===== src/rtl/game_pkg.sv =====
// Shared game constants and types used by the turret, angle, bullet and renderer stages.
// Positions are 10-bit screen coordinates that wrap modulo 1024.
package game_pkg;

    typedef logic [9:0] pos_t;

    localparam logic [1:0] ST_IDLE    = 2'd0;
    localparam logic [1:0] ST_FLY     = 2'd1;
    localparam logic [1:0] ST_EXPLODE = 2'd2;

    localparam logic [7:0] FIRE_KEY = 8'h2C;
    localparam int         SCREEN_W = 640;
    localparam int         SCREEN_H = 480;

    // Unsigned compare, so a coordinate that wrapped below zero reads as off-screen.
    function automatic logic on_screen(input pos_t x, input pos_t y);
        return (x < 10'(SCREEN_W)) && (y < 10'(SCREEN_H));
    endfunction

endpackage


===== src/rtl/key_edge_detect.sv =====
// Registers the keycode each tick and flags the first tick a given key appears.
// A held key therefore produces a single match.
module key_edge_detect #(
    parameter logic [7:0] KEY = 8'h2C
) (
    input  logic       clk2,
    input  logic       Reset,
    input  logic [7:0] keycode,
    output logic       match
);

    logic [7:0] key_prev;

    always_ff @(posedge clk2) begin
        if (!Reset) begin
            key_prev <= 8'h00;
        end else begin
            key_prev <= keycode;
        end
    end

    assign match = (keycode == KEY) && (key_prev != KEY);

endmodule


===== src/rtl/bullet_launcher.sv =====
// Owns the left turret's single projectile: spawn on fire, advance one step per tick,
// retire on hit (via explosion), screen exit or lifetime expiry, then enforce a cooldown.
module bullet_launcher
    import game_pkg::*;
#(
    parameter int MAX_LIFE       = 1023,
    parameter int EXPLODE_TICKS  = 16,
    parameter int COOLDOWN_TICKS = 30
) (
    input  logic       clk2,
    input  logic       Reset,
    input  logic [7:0] keycode,
    input  logic [9:0] turret_pos_x,
    input  logic [9:0] turret_pos_y,
    input  logic [9:0] initial_b_l_pos_x,
    input  logic [9:0] initial_b_l_pos_y,
    input  logic [9:0] b_override_motion_x,
    input  logic [9:0] b_override_motion_y,
    input  logic       hit,
    output logic [9:0] b_l_pos_x,
    output logic [9:0] b_l_pos_y,
    output logic       bullet_active,
    output logic       explode_active,
    output logic       fire_ack,
    output logic [7:0] shots_fired
);

    localparam int LW = $clog2(MAX_LIFE + 1);
    localparam int EW = $clog2(EXPLODE_TICKS + 1);
    localparam int CW = $clog2(COOLDOWN_TICKS + 1);

    localparam logic [LW-1:0] LIFE_LAST    = LW'(MAX_LIFE - 1);
    localparam logic [EW-1:0] EXPLODE_LOAD = EW'(EXPLODE_TICKS - 1);
    localparam logic [CW-1:0] COOL_LOAD    = CW'(COOLDOWN_TICKS);

    logic [1:0]    state;
    pos_t          vel_x;
    pos_t          vel_y;
    logic [LW-1:0] life;
    logic [EW-1:0] explode_cnt;
    logic [CW-1:0] cooldown;
    logic          fire_req;
    pos_t          next_x;
    pos_t          next_y;

    key_edge_detect #(
        .KEY (FIRE_KEY)
    ) u_fire_key (
        .clk2    (clk2),
        .Reset   (Reset),
        .keycode (keycode),
        .match   (fire_req)
    );

    // Two's-complement velocity added modulo 1024 gives both directions for free.
    assign next_x = b_l_pos_x + vel_x;
    assign next_y = b_l_pos_y + vel_y;

    always_ff @(posedge clk2) begin
        if (!Reset) begin
            state          <= ST_IDLE;
            b_l_pos_x      <= '0;
            b_l_pos_y      <= '0;
            vel_x          <= '0;
            vel_y          <= '0;
            life           <= '0;
            explode_cnt    <= '0;
            cooldown       <= '0;
            bullet_active  <= 1'b0;
            explode_active <= 1'b0;
            fire_ack       <= 1'b0;
            shots_fired    <= '0;
        end else begin
            fire_ack <= 1'b0;
            case (state)
                ST_IDLE: begin
                    if (fire_req && (cooldown == '0)) begin
                        b_l_pos_x     <= turret_pos_x + initial_b_l_pos_x;
                        b_l_pos_y     <= turret_pos_y + initial_b_l_pos_y;
                        vel_x         <= b_override_motion_x;
                        vel_y         <= b_override_motion_y;
                        life          <= '0;
                        fire_ack      <= 1'b1;
                        shots_fired   <= shots_fired + 8'd1;
                        bullet_active <= 1'b1;
                        state         <= ST_FLY;
                    end else if (cooldown != '0) begin
                        cooldown <= cooldown - 1'b1;
                    end
                end
                ST_FLY: begin
                    if (hit) begin
                        bullet_active  <= 1'b0;
                        explode_active <= 1'b1;
                        explode_cnt    <= EXPLODE_LOAD;
                        state          <= ST_EXPLODE;
                    end else if (!on_screen(next_x, next_y) || (life == LIFE_LAST)) begin
                        // Position holds the last on-screen value for the renderer.
                        bullet_active <= 1'b0;
                        cooldown      <= COOL_LOAD;
                        state         <= ST_IDLE;
                    end else begin
                        b_l_pos_x <= next_x;
                        b_l_pos_y <= next_y;
                        life      <= life + 1'b1;
                    end
                end
                ST_EXPLODE: begin
                    if (explode_cnt == '0) begin
                        explode_active <= 1'b0;
                        cooldown       <= COOL_LOAD;
                        state          <= ST_IDLE;
                    end else begin
                        explode_cnt <= explode_cnt - 1'b1;
                    end
                end
                default: state <= ST_IDLE;
            endcase
        end
    end

endmodule


===== config.mk =====
export PLATFORM = sky130hd
export DESIGN_NAME = bullet_launcher
export DESIGN_NICKNAME = d
export VERILOG_FILES = /design/src/rtl/game_pkg.sv /design/src/rtl/key_edge_detect.sv /design/src/rtl/bullet_launcher.sv
export SDC_FILE = /design/constraint.sdc
export NUM_CORES = 1
export LEC_CHECK = 0
export BUFFER_PORTS_ARGS = -buffer_cell sky130_fd_sc_hd__buf_2
export CAP_MARGIN = 10
export CORE_UTILIZATION = 40
export DETAILED_ROUTE_END_ITERATION = 10
export PLACE_DENSITY_LB_ADDON = 0.05
export SYNTH_ARGS = -nofsm -noshare
export SYNTH_HDL_FRONTEND = slang
export SYNTH_SLANG_ARGS = --single-unit

===== constraint.sdc =====
create_clock -name clk2 -period 4.07 [get_ports clk2]
set_input_delay 0.814 -clock clk2 [delete_from_list [all_inputs] [get_ports clk2]]
set_output_delay 0.814 -clock clk2 [all_outputs]
set_load 0.02 [all_outputs]

==> results.ini, run 1 <==
[power_and_ir_drop]
leakagePower_nw = 2.804
p_switching_w = 0.0006527
power_frac_comb_pct = 23.5
p_seq_share_pct = 39.8
pwr-share-clk_pct = 36.8
swShare_pct = 29.52
cell_internal_pwr_w = 0.001559
vdd_drop_max_mv = 0.2150
power_density_nw_per_um2 = 361.7

[critical_path]
r2r_setup_slack_ps = 890
worstPathArrival_ps = 3420
worst-r2r-cell-count = 11
cp-endpoint = life[2]$_SDFFE_PN0P_
worst-endpoint-required_ps = 4310
worstPathCellList = ha_1, fa_1, a21o_1, a21o_1, a2111oi_2, a211oi_1, a211oi_2, a31o_2, buf_4, a21oi_1, a31o_2
startpoint = b_l_pos_y[0]$_SDFFE_PN0P_
endpoint_kind = flop
r2r_end = life[2]$_SDFFE_PN0P_
critPathKind = reg2reg
crit-reg2reg-launch = b_l_pos_y[0]$_SDFFE_PN0P_
critPathLaunchType = flop
cp_max_fo = 27
cpMaxStageDelayCell = fa_1
slowest_delay_ps = 420

[logic_synthesis]
avgSynthCellArea_um2 = 8.689
yosysUniqueCellTypes = 60
synth_area_leaders = dfxtp_1 (31%), ha_1 (11%), mux2i_1 (6.0%), nor2_1 (5.6%), xnor2_1 (3.4%)
synth_ff_type = dfxtp_1
synth_adder_area_share_pct = 12.90
synth.area.mux_share_pct = 6.427
synth_simple_gate_area_share_pct = 18.24
netlist_instances = 596
syn_area_um2 = 5179
synth_warnings = 0
synth-seq-cells = 81
synth_edf_count = 0
synth_seq_area_share_pct = 31.31
async_flop_share_pct = 0
yosys.area.top_type = dfxtp_1
synth-compound-area-share_pct = 21.29
synth-xor-area-share_pct = 5.919
synth_top_area_share_pct = 31.31
synth_top_family_by_area = compound AO/OA/AOI/OAI gates
synth_fp_nets = 718

[layout]
area_growth_pct = 18.05
design_area_um2 = 6113
mostFrequentLayoutCell = buf_2
final_nets = 813
n_antenna_cell = 0
mostFrequentLayoutCells = buf_2 (101), dfxtp_1 (81), nor2_1 (77), ha_1 (47), nand2_1 (45)
layout.cells.non_filler = 867
drive_gt1_share_pct = 21.44

[sta]
finalHoldViolations = 0
finalClockSkew_ps = 8.183
worst_pin_slew_ps = 719.5
slew_viol_final = 0
fmaxAchievable_mhz = 314.3
setup_violations = 0
min_period_ps = 3182
period_share_pct = 78.18
relSlewSlack_pct = 52.03
setup_tns_ps = 0
rsz0062_at_grt = false

[placed_design]
port_buffers = 101
place_inst = 852
place_area_um2 = 5824
dpl.hpwl_mm = 9.249
gp_congestion = 0.7868

[clocking]
path_clk_slew_ps = 60
cts_tree = done
numCtsBuffers = 9
post_cts_buffers = 0
worst_skew_pair.late_latency_ps = 340
hold_buffers = 0
cts_root_buffer = clkbuf_16
cts.repair.resized = 0
htree_levels = 3
clock_path_buffers = 2
clock_sinks = 81

[floorplan]
io_pins = 102
die_y_um = 115.8
die_width_um = 115.8
rows = 41
core_um2 = 12620
die-area_um2 = 13410
start_util_pct = 41.04

[worst_hold_path]
hp-class = reg2reg

[global_routing]
grt_max_degree = 56
grt_pass1_vias = 4351
grt_pass1_wl_mm = 20.18
grt_usage_pct = 19.41
grt-ovfl-total = 0
antenna_found_initial = 0

[outcome]
status = completed

[route]
routedWlPerCell_um = 14.24
first_pass_iters = 4
drt_iter0_markers = 222
via_count = 4527
via_per_inst = 5.221
drc = 0
wirelength_mm = 12.35
drtAntennaViolNets = 0

[run]
max_cap_violations = 0

flip-flops by register name, summed over array words and instances, names as in the netlist:
signal,cells
state,2
bullet_active,1
explode_cnt,5
cooldown,5
life,10
u_fire_key.key_prev,8
fire_ack,1
explode_active,1
vel_y,10
b_l_pos_y,10
shots_fired,8
b_l_pos_x,10
vel_x,10
how the worst min path moves through the flow:
stage                                    start              endpoint  slack, ps  depth (start not counted)
final                     life[6]$_SDFFE_PN0P_  life[6]$_SDFFE_PN0P_        480                          2
after global routing      life[6]$_SDFFE_PN0P_  life[6]$_SDFFE_PN0P_        500                          2
after CTS                 life[6]$_SDFFE_PN0P_  life[6]$_SDFFE_PN0P_        470                          2
after detailed placement  life[6]$_SDFFE_PN0P_  life[6]$_SDFFE_PN0P_        470                          2
after global placement    life[8]$_SDFFE_PN0P_  life[8]$_SDFFE_PN0P_        450                          2
after floorplan           life[6]$_SDFFE_PN0P_  life[6]$_SDFFE_PN0P_        440                          2
per-layer routing:
metal  up-vias  part of all wire, %  global-route usage [%]
li1       2336                    -                       -
met1      2086                   49                   25.26
met2        88                   45                   30.99
met3        17                  3.7                   4.132
met4         0                  2.0                   8.462
met5         -                    0                       0
metrics by stage:
step / hold slack, ps / setup slack (ps) / power, W / utilization, %
6_report: 475.9 / 888.2 / 0.002211 / 48.44
2_1_floorplan: 442.0 / 1154 / 0.001277 / -
3_3_place_gp: 449.6 / 989.2 / 0.001411 / 46.15
3_5_place_dp: 466.6 / 906.6 / 0.001418 / 46.15
5_1_grt: 500.9 / 693.6 / 0.002347 / 48.44
4_1_cts: 474.9 / 876.9 / 0.002241 / 48.44
worst max-delay path, delay by kind of cell, from the launching register on:
family                     cells  cell delay [ps]
AOI/OAI and AO/OA              8             1790
adders and majority gates      2              650
DFF                            1              330
buffers and inverters          1              290
power by group through the flow:
stage | clock network [W] | logic, W | registers [W]
after floorplan | 0 | 0.000385 | 0.000892
after global placement | 0 | 0.000517 | 0.000893
after detailed placement | 0 | 0.000522 | 0.000896
after CTS | 0.000835 | 0.000527 | 0.000878
after global routing | 0.000871 | 0.000593 | 0.000883
final | 0.000814 | 0.000519 | 0.000879
cell type report:
cell class	count	area (µm²)
inverter	24	90.09
multi-input combinational	469	3354
tap	172	215.2
fill	1273	6506
timing repair buffer	106	543.0
clock inverter	2	38.79
sequential	81	1622
clock buffer	13	250.2
Yosys cell counts, drive strengths merged (2+ instances only):
| master | instances |
|---|---|
| o21a | 9 |
| a21boi | 2 |
| ha | 47 |
| a21o | 15 |
| o211a | 4 |
| nand4 | 8 |
| mux2 | 2 |
| buf | 8 |
| o21ai | 24 |
| and4 | 2 |
| o22ai | 2 |
| a21oi | 34 |
| a31oi | 4 |
| nor2b | 4 |
| inv | 24 |
| nor3 | 12 |
| xor2 | 15 |
| or3 | 4 |
| a221oi | 3 |
| a211oi | 17 |
| nor2 | 77 |
| a2111oi | 2 |
| nand3 | 10 |
| nand2 | 45 |
| and2 | 13 |
| o211ai | 9 |
| and3 | 10 |
| nand2b | 2 |
| a211o | 4 |
| a31o | 5 |
| or2 | 5 |
| o221a | 3 |
| dfxtp | 81 |
| a311oi | 5 |
| fa | 4 |
| mux2i | 31 |
| clkbuf | 14 |
| nor4b | 3 |
| o21bai | 2 |
| xnor2 | 20 |
cell families after synthesis:
| family | after synthesis |
|---|---|
| xor+xnor | 35 |
| mux | 33 |
| flops | 81 |
| compound gates | 150 |
| buf+inv | 46 |
| simple gates | 200 |
| fa+ha+maj | 51 |
No activity file was read; power rests on OpenSTA's default activity.
==> run 2, diff against run 1 <==
--- a/config.mk
+++ b/config.mk
@@ -5,6 +5,7 @@
 export SDC_FILE = /design/constraint.sdc
 export NUM_CORES = 1
 export LEC_CHECK = 0
+export ABC_AREA = 1
 export BUFFER_PORTS_ARGS = -buffer_cell sky130_fd_sc_hd__buf_2
 export CAP_MARGIN = 10
 export CORE_UTILIZATION = 40
==> constraint.sdc (replaced) <==
create_clock -name clk2 -period 3.2 [get_ports clk2]
set_input_delay 0.64 -clock clk2 [delete_from_list [all_inputs] [get_ports clk2]]
set_output_delay 0.64 -clock clk2 [all_outputs]
set_load 0.02 [all_outputs]
==> results.ini, run 2 <==
[logic_synthesis]
synth_ff_type = dfxtp_1
synth_seq_area_share_pct = 28.55  ; -2.8 points
yosysMostFrequentCell = nand2_1
synth_warnings = 0  ; unchanged
async_flop_share_pct = 0  ; unchanged
yosysUniqueCellTypes = 42  ; -30%
synth-seq-cells = 81  ; unchanged
syn_area_um2 = 5680  ; +9.7%
yosys-top-cells-count = nand2_1 (235), inv_1 (102), dfxtp_1 (81)
synth_area_leaders = dfxtp_1 (29%), nand2_1 (16%), ha_1 (10%), a21oi_1 (6.8%), inv_1 (6.7%)
synth_edf_count = 0  ; unchanged
yosys.area.top_type = dfxtp_1
synth_top_area_share_pct = 28.55  ; -2.8 points
avgSynthCellArea_um2 = 6.683  ; -23%
synth_fp_nets = 972  ; +35%
netlist_instances = 850  ; +43%

[placed_design]
place_area_um2 = 6381  ; +9.6%
port_buffers = 101  ; unchanged
dpl.hpwl_mm = 11.68  ; +26%
gp_congestion = 0.9048  ; +15%

[floorplan]
rows = 43  ; +4.9%
die_y_um = 121.2  ; +4.7%
start_util_pct = 40.92  ; -0.11 points
die_width_um = 121.2  ; +4.7%
io_pins = 102  ; unchanged
die-area_um2 = 14680  ; +9.5%
core_um2 = 13880  ; +10%

[layout]
mostFrequentLayoutCells = nand2_1 (235), inv_1 (102), buf_2 (101), dfxtp_1 (81), a21oi_1 (77)
design_area_um2 = 6690  ; +9.4%
final_util_pct = 48.20  ; -0.25 points
n_antenna_cell = 0  ; unchanged
area_growth_pct = 17.78
final_nets = 1070  ; +32%
drive_gt1_share_pct = 17.31  ; -4.1 points
mostFrequentLayoutCell = nand2_1

[power_and_ir_drop]
vdd_drop_max_mv = 0.2907  ; +35%
power_frac_comb_pct = 27.0  ; +3.5 points
cell_internal_pwr_w = 0.002009  ; +29%
power_density_nw_per_um2 = 454.9  ; +26%
leakagePower_nw = 3.231  ; +15%
pwr-share-clk_pct = 36.0  ; -0.8 points
p_seq_share_pct = 37.1  ; -2.7 points
swShare_pct = 33.99  ; +4.5 points
p_switching_w = 0.001035  ; +58%

[clocking]
cts_root_buffer = clkbuf_16
cts.repair.resized = 0  ; unchanged
hold_buffers = 0  ; unchanged
clock_sinks = 81  ; unchanged
clock_path_buffers = 2  ; unchanged
worst_skew_pair.late_latency_ps = 350  ; about the same
htree_levels = 3  ; unchanged
post_cts_buffers = 0  ; unchanged
path_clk_slew_ps = 70  ; about the same
cts_tree = done
numCtsBuffers = 9  ; unchanged

[critical_path]
worst-endpoint-required_ps = 3480  ; -830 ps
cp_max_fo = 30  ; +11%
cpMaxStageDelayCell = fa_1
path_common_cell = nand2_1
critPathKind = reg2reg
r2r_setup_slack_ps = 740  ; -150 ps
crit-reg2reg-launch = b_l_pos_x[0]$_SDFFE_PN0P_
worstPathCellList = ha_1, fa_1, nand3_1, nand2_1, nand2_1, nand2_1, nand2_1, nand2_1, nand2_1, nand2_2, nand3_2, nand2_2, nand2_1, buf_4, nand2_1, a21oi_2
critPathLaunchType = flop
endpoint_kind = flop
worstPathArrival_ps = 2750  ; -670 ps
slowest_delay_ps = 430  ; about the same
startpoint = b_l_pos_x[0]$_SDFFE_PN0P_

[route]
drt_iter0_markers = 329  ; +48%
wirelength_mm = 15.35  ; +24%
via_count = 5732  ; +27%
first_pass_iters = 5  ; +1
routedWlPerCell_um = 13.55  ; -4.9%
via_per_inst = 5.059  ; -3.1%
drtAntennaViolNets = 0  ; unchanged
drc = 0  ; unchanged

[sta]
setup_tns_ps = 0  ; unchanged
worst_pin_slew_ps = 472.7  ; -246.8 ps
fmaxAchievable_mhz = 406.2  ; +29%
relSlewSlack_pct = 68.29  ; +16 points
finalHoldViolations = 0  ; unchanged
period_share_pct = 76.92  ; -1.3 points
slew_viol_final = 0  ; unchanged
min_period_ps = 2462  ; -720.2 ps
rsz0062_at_grt = false
finalClockSkew_ps = 6.216  ; -1.967 ps
setup_violations = 0  ; unchanged

[run]
max_cap_violations = 0  ; unchanged

[outcome]
status = completed

[global_routing]
grt_pass1_wl_mm = 25.29  ; +25%
grt_max_degree = 47  ; -16%
antenna_found_initial = 0  ; unchanged
grt-ovfl-total = 0  ; unchanged
grt_pass1_vias = 5305  ; +22%
grt_usage_pct = 21.88  ; +2.5 points

[worst_hold_path]
min-delay-start = vel_y[4]$_SDFFE_PN0P_
hp-class = reg2reg

[run 2: cell types whose count changed after synthesis, sizes merged, moves of 10 or more]
| cell | before | now |
|---|---|---|
| a211oi | 17 | 0 |
| a21o | 15 | 3 |
| a21oi | 34 | 87 |
| and2 | 13 | 1 |
| and3 | 10 | 0 |
| inv | 24 | 104 |
| mux2i | 31 | 1 |
| nand2 | 45 | 237 |
| nand3 | 10 | 74 |
| nand4 | 8 | 19 |
| xnor2 | 20 | 10 |
[run 2: power groups by stage]
stage | sequential [W] | clock [W] | combinational, W
CTS | 0.00113 | 0.00113 | 0.000826
finish | 0.00113 | 0.00109 | 0.000821
floorplan | 0.00116 | 0 | 0.000564
global route | 0.00114 | 0.00118 | 0.000935
global placement | 0.00115 | 0 | 0.000818
detailed placement | 0.00115 | 0 | 0.000821
[run 2: logic make-up after synthesis]
family                     after synthesis  share of synthesized area [%]
xor gates and xnor gates                20                          3.084
AOI/OAI and AO/OA                      140                          13.99
adders and majority gates               51                          11.76
and+or+nand+nor                        425                          33.04
buffers and inverters                  132                          9.405
muxes                                    1                         0.1762
DFF                                     81                          28.55
[run 2: per-layer routing]
layer  up-vias  GRT usage (%)  part of all wire (%)
met5         -              0                     0
met4         0          7.716                   1.7
met3        16          2.867                   3.2
met2       111          35.93                    46
met1      2625          29.29                    49
li1       2980              -                     -
[run 2: layout make-up]
class / instances / area (µm²)
inverter: 105 / 394.1
fill: 1461 / 7191
multi-input combinational: 637 / 3525
tap: 180 / 225.2
sequential: 81 / 1622
clock buffer: 9 / 225.2
clock inverter: 7 / 83.83
timing repair buffer: 114 / 615.6
[run 2: final timing paths]
path	cells past startpoint	end
min	2	vel_y[4]$_SDFFE_PN0P_
max	16	life[4]$_SDFFE_PN0P_
max reg2reg	16	life[4]$_SDFFE_PN0P_
min reg2reg	2	vel_y[4]$_SDFFE_PN0P_
[run 2: critical path: cells and delay by family (launching register included)]
| kind | cells | cell delay (ps) |
|---|---|---|
| DFF | 1 | 320 |
| buffers and inverters | 1 | 310 |
| AOI/OAI and AO/OA | 1 | 130 |
| and+or+nand+nor | 12 | 950 |
| adders and majority gates | 2 | 700 |
[run 2: per-stage QoR]
step           setup WS (ps)  hold WS [ps]  total power [W]  instances
2_1_floorplan           1010         449.0         0.001727        850
3_3_place_gp           651.2         458.5         0.001966       1117
3_5_place_dp           670.2         461.7         0.001971       1117
4_1_cts                724.4         470.2         0.003079       1133
5_1_grt                464.2         481.6         0.003245       1133
6_report               738.4         472.5         0.003044       1133
==> run 3, diff against run 2 <==
==> constraint.sdc (replaced) <==
create_clock -name clk2 -period 2.37 [get_ports clk2]
set_input_delay 0.474 -clock clk2 [delete_from_list [all_inputs] [get_ports clk2]]
set_output_delay 0.474 -clock clk2 [all_outputs]
set_load 0.02 [all_outputs]
==> results.ini, run 3 (synthesis results as in run 2) <==
[sta]
finalHoldViolations = 0  ; unchanged
fmaxAchievable_mhz = 447.3  ; +10%
finalClockSkew_ps = 5.064  ; -1.152 ps
relSlewSlack_pct = 69.20  ; +0.91 points
slew_viol_final = 0  ; unchanged
setup_violations = 0  ; unchanged
setup_tns_ps = 0  ; unchanged
min_period_ps = 2236  ; -226.0 ps
worst_pin_slew_ps = 457.2  ; -15.49 ps
period_share_pct = 94.33  ; +17 points

[placed_design]
dpl.hpwl_mm = 11.88  ; +1.7%
place_inst = 1128  ; +0.98%
port_buffers = 101  ; unchanged
gp_congestion = 0.9160  ; +1.2%
place_area_um2 = 6489  ; +1.7%

[outcome]
status = completed

[global_routing]
grt_pass1_vias = 5453  ; +2.8%
grt_max_degree = 31  ; -34%
grt-ovfl-total = 0  ; unchanged
grt_usage_pct = 22.34  ; +0.46 points
antenna_found_initial = 0  ; unchanged
grt_pass1_wl_mm = 25.79  ; +2.0%

[critical_path]
crit-reg2reg-launch = vel_x[4]$_SDFFE_PN0P_
worstPathCellList = ha_1, nand2_1, nor2_1, nand3_1, nand3_1, nand2_1, nand2_1, inv_1, nand2_2, nand3_2, nand2_4, nand2_8, clkbuf_16, nor2_1, nor2_1
endpoint_kind = flop
critPathBufInv = 2  ; +1
worstPathArrival_ps = 2490  ; -260 ps
crit_family = simple AND/OR/NAND/NOR gates
critPathLaunchType = flop
critPathKind = reg2reg
cpMaxStageDelayCell = ha_1
worst-endpoint-required_ps = 2620  ; -860 ps
cp_max_fo = 8  ; -73%
startpoint = vel_x[4]$_SDFFE_PN0P_
slowest_delay_ps = 360  ; -70 ps

[power_and_ir_drop]
power_density_nw_per_um2 = 592.8  ; +30%
leakagePower_nw = 3.345  ; +3.5%
vdd_drop_max_mv = 0.4851  ; +67%

[route]
first_pass_iters = 5  ; unchanged
via_per_inst = 5.132  ; +1.4%
wirelength_mm = 16.53  ; +7.7%
via_count = 5917  ; +3.2%
drtAntennaViolNets = 0  ; unchanged
drc = 0  ; unchanged
drt_iter0_markers = 344  ; +4.6%
routedWlPerCell_um = 14.33  ; +5.8%

[run]
max_cap_violations = 0  ; unchanged

[floorplan]
rows = 43  ; unchanged
start_util_pct = 40.92  ; unchanged
die_width_um = 121.2  ; unchanged
core_um2 = 13880  ; unchanged
die_y_um = 121.2  ; unchanged
die-area_um2 = 14680  ; unchanged
io_pins = 102  ; unchanged

[clocking]
cts_root_buffer = clkbuf_16
clock_path_buffers = 2  ; unchanged
cts_tree = done
hold_buffers = 0  ; unchanged
worst_skew_pair.late_latency_ps = 350  ; about the same
htree_levels = 3  ; unchanged
clock_sinks = 81  ; unchanged
numCtsBuffers = 9  ; unchanged
path_clk_slew_ps = 60  ; about the same

[layout]
area_growth_pct = 24.19
layout.cells.non_filler = 1153  ; +1.8%
drive_gt1_share_pct = 21.38  ; +4.1 points
final_util_pct = 50.82  ; +2.6 points
mostFrequentLayoutCell = nand2_1
mostFrequentLayoutCells = nand2_1 (232), inv_1 (102), buf_2 (101), dfxtp_1 (79), a21oi_1 (75)
design_area_um2 = 7054  ; +5.4%
n_antenna_cell = 0  ; unchanged
final_nets = 1090  ; +1.9%

[worst_hold_path]
min-delay-start = keycode[6]
hp-class = in2reg

## run 3: cell count changes in the layout (fill, tap and decap cells not counted), sizes merged
cell / change
clkinvlp: +3
clkinv: -1
inv: -2
clkbuf: +3
buf: +17
## run 3: stage by stage
step	total power (W)	hold slack (ps)	setup WS [ps]
floorplan	0.002332	449.0	179.8
global route	0.004431	322.2	-7.821
finish	0.004182	314.3	134.5
detailed placement	0.002692	464.3	28.26
CTS	0.004154	305.4	24.04
global placement	0.002682	460.8	39.81
## run 3: final timing paths
| kind | end | slack (ps) | cells past startpoint |
|---|---|---|---|
| worst max-delay path | b_l_pos_x[9]$_SDFFE_PN0P_ | 130 | 15 |
| worst min-delay path | u_fire_key.key_prev[6]$_SDFF_PN0_ | 310 | 3 |
| worst max register to register | b_l_pos_x[9]$_SDFFE_PN0P_ | 130 | 15 |
| worst min register to register | vel_y[5]$_SDFFE_PN0P_ | 470 | 2 |
## run 3: worst reg2reg max path, stage by stage (launching register included)
cell and delay [ps]:
dfxtp_1 320, ha_1 360, nand2_1 120, nor2_1 140, nand3_1 150, nand3_1 120
nand2_1 50, nand2_1 70, inv_1 50, nand2_2 110, nand3_2 100, nand2_4 130
nand2_8 90, clkbuf_16 180, nor2_1 100, nor2_1 50
## run 3: timing repair
item / CTS / global route
resized for setup: 0 / 28
setup endpoints to repair: 0 / 37
setup buffers: 0 / 5
## run 3: cell type report
| cell class | count | area (µm²) |
|---|---|---|
| clock buffers | 9 | 225.2 |
| clock inverters | 7 | 77.57 |
| fillers | 1479 | 6827 |
| inverters | 105 | 394.1 |
| multi-input cells | 637 | 3661 |
| flip-flops and latches | 81 | 1624 |
| well taps | 180 | 225.2 |
| repair buffers | 134 | 847.1 |
## run 3: routing by layer
| metal | routed length [µm] | share of wire, % | vias to the layer above | track usage, % |
|---|---|---|---|---|
| li1 | - | - | 3026 | - |
| met3 | 758 | 4.6 | 21 | 3.806 |
| met2 | 7926 | 48 | 150 | 39.07 |
| met4 | 299 | 1.8 | 0 | 7.562 |
| met1 | 7543 | 46 | 2720 | 27.52 |
| met5 | 0 | 0 | - | 0 |
## run 3: where the power goes
| part | internal, W | total, W | switching, W |
|---|---|---|---|
| Sequential | 0.00145 | 0.00152 | 0.0000736 |
| Clock | 0.000823 | 0.00144 | 0.000617 |
| Combinational | 0.000491 | 0.00122 | 0.000730 |
